===== src/rtl/filter_reg_bank_if.sv =====
// Host access bus for the filter register bank: one access per cycle,
// registered read data with valid strobe and an access-error strobe.
interface filter_reg_bank_if #(
  parameter int ADDR_W = 8
);
  logic              acc_en;
  logic              wr_en;
  logic [ADDR_W-1:0] addr;
  logic [7:0]        wdata;
  logic [7:0]        rdata;
  logic              rvalid;
  logic              err;

  modport master (
    output acc_en, wr_en, addr, wdata,
    input  rdata, rvalid, err
  );

  modport slave (
    input  acc_en, wr_en, addr, wdata,
    output rdata, rvalid, err
  );
endinterface


===== src/rtl/filter_reg_bank.sv =====
// Configuration/status register bank for N filter channels.
// Map: CTRL[0..N-1], STATUS[0..S-1] (W1C), PEND[0..S-1] (RO),
// CNT[0..N-1] (RO, write clears). Out-of-range accesses pulse err.
module filter_reg_bank #(
  parameter int N      = 8,
  parameter int ADDR_W = 8,
  parameter int CNT_W  = 4
) (
  input  logic               clk_i,
  input  logic               rst_i,
  filter_reg_bank_if.slave   bus,
  output logic [2*N-1:0]     filter_type_o,
  output logic [4*N-1:0]     window_size_o,
  output logic [N-1:0]       int_en_o,
  output logic [N-1:0]       wd_rst_o,
  output logic               irq_o,
  input  logic [N-1:0]       in_int_i
);
  localparam int S = (N + 7) / 8;
  localparam logic [ADDR_W:0] A_STAT = (ADDR_W+1)'(N);
  localparam logic [ADDR_W:0] A_PEND = (ADDR_W+1)'(N + S);
  localparam logic [ADDR_W:0] A_CNT  = (ADDR_W+1)'(N + 2*S);
  localparam logic [ADDR_W:0] A_END  = (ADDR_W+1)'(2*N + 2*S);
  localparam logic [CNT_W-1:0] CNT_MAX = {CNT_W{1'b1}};

  if (2*N + 2*S > (1 << ADDR_W)) begin : g_addr_check
    $error("filter_reg_bank: address space too small for N channels");
  end
  if ($bits(bus.addr) != ADDR_W) begin : g_bus_check
    $error("filter_reg_bank: bus ADDR_W does not match module ADDR_W");
  end

  logic [6:0]       ctrl_q [N];
  logic [N-1:0]     status_q;
  logic [CNT_W-1:0] cnt_q [N];
  logic [N-1:0]     wd_rst_q;
  logic [7:0]       rdata_q;
  logic             rvalid_q;
  logic             err_q;
  logic             irq_q;

  logic [ADDR_W:0]  addr_x;
  logic             wr_acc;
  logic             rd_acc;
  logic             in_range;
  logic [N-1:0]     int_en;
  logic [N-1:0]     pend;
  logic [8*S-1:0]   status_pad;
  logic [8*S-1:0]   pend_pad;
  logic [N-1:0]     ctrl_hit;
  logic [N-1:0]     cnt_hit;
  logic [N-1:0]     clr;
  logic [7:0]       rd_val;

  // Access decode, W1C clear mask and read mux
  always_comb begin
    addr_x     = {1'b0, bus.addr};
    in_range   = addr_x < A_END;
    wr_acc     = bus.acc_en && bus.wr_en;
    rd_acc     = bus.acc_en && !bus.wr_en;
    pend       = status_q & int_en;
    status_pad = (8*S)'(status_q);
    pend_pad   = (8*S)'(pend);
    ctrl_hit   = '0;
    cnt_hit    = '0;
    clr        = '0;
    rd_val     = '0;
    for (int i = 0; i < N; i++) begin
      ctrl_hit[i] = wr_acc && (addr_x == (ADDR_W+1)'(i));
      cnt_hit[i]  = wr_acc && (addr_x == A_CNT + (ADDR_W+1)'(i));
      clr[i]      = wr_acc && (addr_x == A_STAT + (ADDR_W+1)'(i / 8))
                    && bus.wdata[i % 8];
      if (addr_x == (ADDR_W+1)'(i))           rd_val = {1'b0, ctrl_q[i]};
      if (addr_x == A_CNT + (ADDR_W+1)'(i))   rd_val = 8'(cnt_q[i]);
    end
    for (int j = 0; j < S; j++) begin
      if (addr_x == A_STAT + (ADDR_W+1)'(j))  rd_val = status_pad[8*j +: 8];
      if (addr_x == A_PEND + (ADDR_W+1)'(j))  rd_val = pend_pad[8*j +: 8];
    end
  end

  // Configuration fields fanned out from the CTRL registers
  always_comb begin
    filter_type_o = '0;
    window_size_o = '0;
    int_en        = '0;
    for (int i = 0; i < N; i++) begin
      filter_type_o[2*i +: 2] = ctrl_q[i][1:0];
      window_size_o[4*i +: 4] = ctrl_q[i][5:2];
      int_en[i]               = ctrl_q[i][6];
    end
  end

  // Register state, event capture and registered bus responses
  always_ff @(posedge clk_i or posedge rst_i) begin
    if (rst_i) begin
      for (int i = 0; i < N; i++) begin
        ctrl_q[i] <= '0;
        cnt_q[i]  <= '0;
      end
      status_q <= '0;
      wd_rst_q <= '0;
      rdata_q  <= '0;
      rvalid_q <= 1'b0;
      err_q    <= 1'b0;
      irq_q    <= 1'b0;
    end else begin
      for (int i = 0; i < N; i++) begin
        wd_rst_q[i] <= ctrl_hit[i] && bus.wdata[7];
        if (ctrl_hit[i]) ctrl_q[i] <= bus.wdata[6:0];
        // A write-clear coinciding with an event leaves the count at one
        if (cnt_hit[i])
          cnt_q[i] <= CNT_W'(in_int_i[i]);
        else if (in_int_i[i] && cnt_q[i] != CNT_MAX)
          cnt_q[i] <= cnt_q[i] + 1'b1;
      end
      // Events win over a simultaneous W1C clear
      status_q <= (status_q & ~clr) | in_int_i;
      rvalid_q <= rd_acc;
      rdata_q  <= (rd_acc && in_range) ? rd_val : 8'h00;
      err_q    <= bus.acc_en && !in_range;
      irq_q    <= |pend;
    end
  end

  assign int_en_o   = int_en;
  assign wd_rst_o   = wd_rst_q;
  assign irq_o      = irq_q;
  assign bus.rdata  = rdata_q;
  assign bus.rvalid = rvalid_q;
  assign bus.err    = err_q;
endmodule


===== src/flat_wrapper.sv =====
// flat-port wrapper written by rule: the top's interface ports become plain ports
module filter_reg_bank_flat 
#(
  parameter int N      = 8,
  parameter int ADDR_W = 8,
  parameter int CNT_W  = 4
)
  (clk_i, rst_i, filter_type_o, window_size_o, int_en_o, wd_rst_o, irq_o, in_int_i, bus_acc_en, bus_wr_en, bus_addr, bus_wdata, bus_rdata, bus_rvalid, bus_err);
  filter_reg_bank_if #(.ADDR_W(ADDR_W)) bus_i ();
  input  logic clk_i;
  input  logic rst_i;
  output logic [2*N-1:0] filter_type_o;
  output logic [4*N-1:0] window_size_o;
  output logic [N-1:0] int_en_o;
  output logic [N-1:0] wd_rst_o;
  output logic irq_o;
  input  logic [N-1:0] in_int_i;
  input wire logic [$bits(bus_i.acc_en)-1:0] bus_acc_en;
  input wire logic [$bits(bus_i.wr_en)-1:0] bus_wr_en;
  input wire logic [$bits(bus_i.addr)-1:0] bus_addr;
  input wire logic [$bits(bus_i.wdata)-1:0] bus_wdata;
  output wire logic [$bits(bus_i.rdata)-1:0] bus_rdata;
  output wire logic [$bits(bus_i.rvalid)-1:0] bus_rvalid;
  output wire logic [$bits(bus_i.err)-1:0] bus_err;
  assign bus_i.acc_en = bus_acc_en;
  assign bus_i.wr_en = bus_wr_en;
  assign bus_i.addr = bus_addr;
  assign bus_i.wdata = bus_wdata;
  assign bus_rdata = bus_i.rdata;
  assign bus_rvalid = bus_i.rvalid;
  assign bus_err = bus_i.err;
  filter_reg_bank #(.N(N), .ADDR_W(ADDR_W), .CNT_W(CNT_W)) u_core (.clk_i(clk_i), .rst_i(rst_i), .bus(bus_i), .filter_type_o(filter_type_o), .window_size_o(window_size_o), .int_en_o(int_en_o), .wd_rst_o(wd_rst_o), .irq_o(irq_o), .in_int_i(in_int_i));
endmodule

===== config.mk =====
export PLATFORM = sky130hd
export DESIGN_NAME = filter_reg_bank_flat
export DESIGN_NICKNAME = d
export VERILOG_FILES = /design/src/rtl/filter_reg_bank_if.sv /design/src/rtl/filter_reg_bank.sv /design/src/flat_wrapper.sv
export SDC_FILE = /design/constraint.sdc
export NUM_CORES = 1
export LEC_CHECK = 0
export ABC_AREA = 0
export CAP_MARGIN = 20
export CORE_MARGIN = 2
export CORE_UTILIZATION = 57
export CTS_CLUSTER_SIZE = 25
export DETAILED_ROUTE_END_ITERATION = 7
export PLACE_DENSITY = 0.89
export SLEW_MARGIN = 0
export SYNTH_ARGS = -nofsm -noshare
export SYNTH_HDL_FRONTEND = slang
export SYNTH_SLANG_ARGS = --single-unit

===== constraint.sdc =====
create_clock -name clk_i -period 6.42 [get_ports clk_i]
set_input_delay 1.284 -clock clk_i [delete_from_list [all_inputs] [get_ports clk_i]]
set_output_delay 1.284 -clock clk_i [all_outputs]
set_load 0.02 [all_outputs]

## Word-level counts from Yosys, hierarchy flattened

Index checks and enable logic that the tools add are counted.

- Shift-type cells: 0
- $lt $le $gt $ge: 1
- Add/sub/neg operators: 8
- $mul: 0
- Equal/unequal tests: 25
- Div/mod/pow operators: 0
- Muxes and demuxes: 35
- Reduce and logical (&&, ||, !) cells: 57
- Bitwise operators: 4

Operators by type and width:

| cell | number |
|---|---|
| two-way mux 7 bit | 16 |
| == test 8 x 4 -> 1 bit (second input constant) | 8 |
| two-way mux 4 bit | 16 |
| logical AND 1 bit | 45 |
| adder 4 x 1 -> 4 bit (second input constant) | 8 |
| == test 8 x 3 -> 1 bit (second input constant) | 4 |
| != test 4 bit (second input constant) | 8 |
| two-way mux 8 bit | 3 |
| bitwise AND 8 bit | 2 |
| == test 8 x 2 -> 1 bit (second input constant) | 2 |
| == test 8 x 5 -> 1 bit (second input constant) | 2 |
| nonzero test 2 bit | 8 |
| == test 8 x 1 -> 1 bit (second input constant) | 1 |
| logical NOT 8 bit | 1 |
| < comparator 8 x 5 -> 1 bit (second input constant) | 1 |
| NOT 8 bit | 1 |
| bitwise OR 8 bit | 1 |
| OR reduction 8 bit | 1 |
| logical NOT 1 bit | 2 |

- Memories kept: 0
- Latch bits: 0
- ROM bits: 0
- Bits in registers: 115
- Input bits: 28
- Bits in writable memories: 0

## Logic depth before layout (Yosys ltp)

- Depth after elaboration: 20
- Gate-level depth with buffers: 9

## Worst setup path before layout

No wires, ideal clock.

- Kind: input -> register
- From: input bus_addr[5]
- To: register u_core.ctrl_q (netlist bit u_core.filter_type_o[14])
- Arrival time: 2,870 ps
- Slack: 3,425 ps
- Library setup time: 125 ps
- Cell stages on the path: 6
- Data required time: 6,295 ps
- Path buffers: 1
- Path through: or4_1 buf_4 nor2_4 nand2_2 nor2_2 mux2_2

- Word-level cells in the longest chain between the ends: 2

Ends and longest elaborated chain:

| what | line | text |
|---|---|---|
| from (decl) | flat_wrapper.sv:20 | `input wire logic [$bits(bus_i.addr)-1:0] bus_addr;` |
| == test 8 x 3 -> 1 bit | filter_reg_bank.sv:69 | `ctrl_hit[i] = wr_acc && (addr_x == (ADDR_W+1)'(i));` |
| logical AND 1 bit | filter_reg_bank.sv:69 |  |
| to (signal, indexed assignment) | filter_reg_bank.sv:110 | `if (ctrl_hit[i]) ctrl_q[i] <= bus.wdata[6:0];` |
| to (decl) | filter_reg_bank.sv:33 | `logic [6:0] ctrl_q [N];` |

No other way between the ends.
A chain may end at the register's enable or synchronous reset.

## Worst setup path in the final report

- From: input bus_addr[1]
- To: register u_core.status_q[7] (netlist: u_core.status_pad[7])

- Word-level cells in the longest chain between the ends: 6

Ends and longest elaborated chain:

| what | line | text |
|---|---|---|
| == test 8 x 4 -> 1 bit | filter_reg_bank.sv:71 | `clr[i] = wr_acc && (addr_x == A_STAT + (ADDR_W+1)'(i / 8))` |
| logical AND 1 bit | filter_reg_bank.sv:71 |  |
| logical AND 1 bit | filter_reg_bank.sv:72 | `&& bus.wdata[i % 8];` |
| NOT 8 bit | filter_reg_bank.sv:118 | `status_q <= (status_q & ~clr) \| in_int_i;` |
| bitwise AND 8 bit | filter_reg_bank.sv:118 |  |
| bitwise OR 8 bit | filter_reg_bank.sv:118 |  |
| to (signal assigned) | filter_reg_bank.sv:118 |  |
| to (decl) | filter_reg_bank.sv:34 | `logic [N-1:0] status_q;` |

No other way between the ends.

==> flow_metrics.tcl <==
set metrics [dict create \
    vias 5674 \
    synth_most_common_cell "dfrtp_1" \
    grt_pass1_vias 5534 \
    setup_viol 0 \
    hpwl_mm 14.13 \
    core_area_um2 10230 \
    synth_nets 630 \
    synthTopCellsByCount "dfrtp_1, nand2_1, mux2_2" \
    cts_root_buffer "clkbuf_8" \
    fp-row-count 37 \
    yosysUniqueCellTypes 65 \
    maxSlewViolCount 0 \
    multi_input_area_um2 2942 \
    r2r_cells 6 \
    syn_inst 594 \
    vias_per_cell 6.699 \
    cts.clk_slew.worst_paths_ns 0.06 \
    path_class "in2reg" \
    numCtsBuffers 17 \
    slew_headroom 0.4171 \
    cts_setup_buffers 0 \
    tns_ns 0 \
    ys.flop_type "dfrtp_1" \
    p_per_area_nw_per_um2 307.3 \
    gp_congestion 1.035 \
    gr-total-overflow 0 \
    nets 734 \
    cts.sink_count 115 \
    remaining_drc_errors 0 \
    htree_levels 4 \
    io_buffer_count 102 \
    clk-insertion-delay-late_ns 0.55 \
    start_kind "primary input" \
    total_power_mw 2.361 \
    hold_depth 1 \
    outcome "finished, final reports clean" \
    finalCritPeriodShare 0.6142 \
    ys_seq_area_frac 0.4832 \
    grt_pass1_wl_mm 31.99 \
    die_x_um 106.2 \
    rsz0062_at_grt "false" \
    grt_max_degree 60 \
    chipHeight_um 106.2 \
    synth-edff-count 0 \
    ys_seq_elements 115 \
    yosysTopAreaCell "dfrtp_1" \
    grt_antenna_before_repair 0 \
    antenna_left 0 \
    synthTopCellsByArea "dfrtp_1, mux2_2, nand2_1, nor2_1, nand3_1" \
    clock.fmax_mhz 253.6 \
    yosysWarnings 0 \
    avgSynthCellArea_um2 10.03 \
    wire_per_inst_um 24.75 \
    cts_max_path_buffers 2 \
    die_area_um2 11280 \
    io_pins 103 \
    drtIter0Drc 775 \
    cts_tree "yes" \
    area_delta_synth_final_pct 29.01 \
    worstSetupEndpointType "flop" \
    crit_fanout 38 \
    p_leak_nw 3.216 \
    track_usage 0.3844 \
    ir_worst_vdd_mv 0.2428 \
    fillers 679 \
    drive_gt1_frac 0.1575 \
    diodes 0 \
    hold_class "reg2reg" \
    wl_mm 20.96 \
    syn-cell-area_um2 5956 \
    ff_latch_area_um2 2878 \
    initial_core_util 0.5821 \
    first_pass_iters 5 \
    critical_path_arrival_ns 4.37 \
    critical_path_required_ns 6.85 \
    fin_crit_ns 3.943 \
    synth_top_area_frac 0.4832 \
    cts_hold_buf 0 \
    post_cts_resized 0 \
    finClkSkew_ns 0.008368 \
    finalHoldViolations 0 \
    worst_pin_slew_ns 0.8711 \
    maxCapViolations 0 \
    async_reset_ff_frac 1.000 \
]
registers in the layout (all words and copies together), names as in the netlist:
name / cells
u_core.bus.err: 1
u_core.bus.rdata: 8
u_core.bus.rvalid: 1
u_core.cnt_q: 32
u_core.filter_type_o: 16
u_core.int_en_o: 8
u_core.irq_o: 1
u_core.status_pad: 8
u_core.wd_rst_o: 8
u_core.window_size_o: 32
per-stage QoR:
| stage | utilization | worst slack (ns) | hold WS (ns) | cell area (um2) | instances |
|---|---|---|---|---|---|
| after global placement | 0.6908 | 1.636 | 0.4857 | 7068 | 814 |
| after floorplan | - | 2.092 | 0.4659 | 5956 | 594 |
| after CTS | 0.7495 | 2.248 | 0.5212 | 7669 | 846 |
| after detailed placement | 0.6908 | 1.660 | 0.5025 | 7068 | 814 |
| after global routing | 0.7510 | 2.463 | 0.5513 | 7684 | 847 |
| final | 0.7510 | 2.477 | 0.5226 | 7684 | 847 |
power breakdown:
part	switching, mW	internal (mW)
clock	0.348	0.612
combinational	0.232	0.174
sequential	0.160	0.835
layer usage:
layer	wire length [um]	global-route usage
met1	8079	0.5110
met5	0	0
met3	2298	0.09871
met4	1002	0.1983
met2	9583	0.5838
cell type report:
class                      count  share of cell area
sequential                   115              0.3745
inverter                       8            0.004234
multi-input combinational    449              0.3828
clock buffer                  20             0.05797
clock inverter                12             0.02019
tap                          136             0.02215
timing repair buffer         107              0.1381
final timing paths:
check	from	end	slack, ns
max in group asynchronous	rst_i	u_core.window_size_o[16]$_DFFE_PP0P_	4.02
min reg2reg	u_core.status_pad[2]$_DFF_PP0_	u_core.status_pad[2]$_DFF_PP0_	0.52
max	bus_addr[1]	u_core.status_pad[7]$_DFF_PP0_	2.48
min in group asynchronous	rst_i	u_core.int_en_o[0]$_DFFE_PP0P_	1.20
min	u_core.status_pad[2]$_DFF_PP0_	u_core.status_pad[2]$_DFF_PP0_	0.52
max reg2reg	u_core.cnt_q[26]$_DFFE_PP0P_	u_core.bus.rdata[2]$_DFF_PP0_	4.58
worst max-delay path: stages:
cell and delay [ns]:
clkdlybuf4s50_1 0.68, buf_4 0.42, nor2_1 0.60, nand3_1 0.27, nor2_1 0.73, nand2_1 0.16
a21o_1 0.21
cell usage in the layout, fill, tap and decap left out, types with 4 or more instances in the layout:
cell	n
nand2b_1	4
mux2_2	55
nor2_1	51
ha_1	8
clkbuf_16	16
mux2i_1	7
o31ai_1	4
inv_1	6
o211ai_1	4
o22ai_1	4
nor3_1	20
nand2_1	76
clkdlybuf4s50_1	101
xor2_1	14
nor2_2	4
a21o_1	14
dfrtp_1	115
a22oi_1	4
a31oi_1	7
and2_1	5
o21ai_0	27
or3_1	5
a21oi_1	31
nand3_1	35
nand4_1	12
nor2b_1	5
buf_4	4
cells by family (layout without fill, tap and decap cells):
| family | count (synthesis) | count (layout) | share of synthesized area |
|---|---|---|---|
| simple gates | 234 | 234 | 0.1880 |
| fa+ha+maj | 8 | 8 | 0.01681 |
| xor+xnor | 16 | 16 | 0.02353 |
| compound gates | 126 | 126 | 0.1384 |
| flops | 115 | 115 | 0.4832 |
| buf+inv | 30 | 147 | 0.02290 |
| mux | 65 | 65 | 0.1271 |
(Power assumes the default switching activity.)
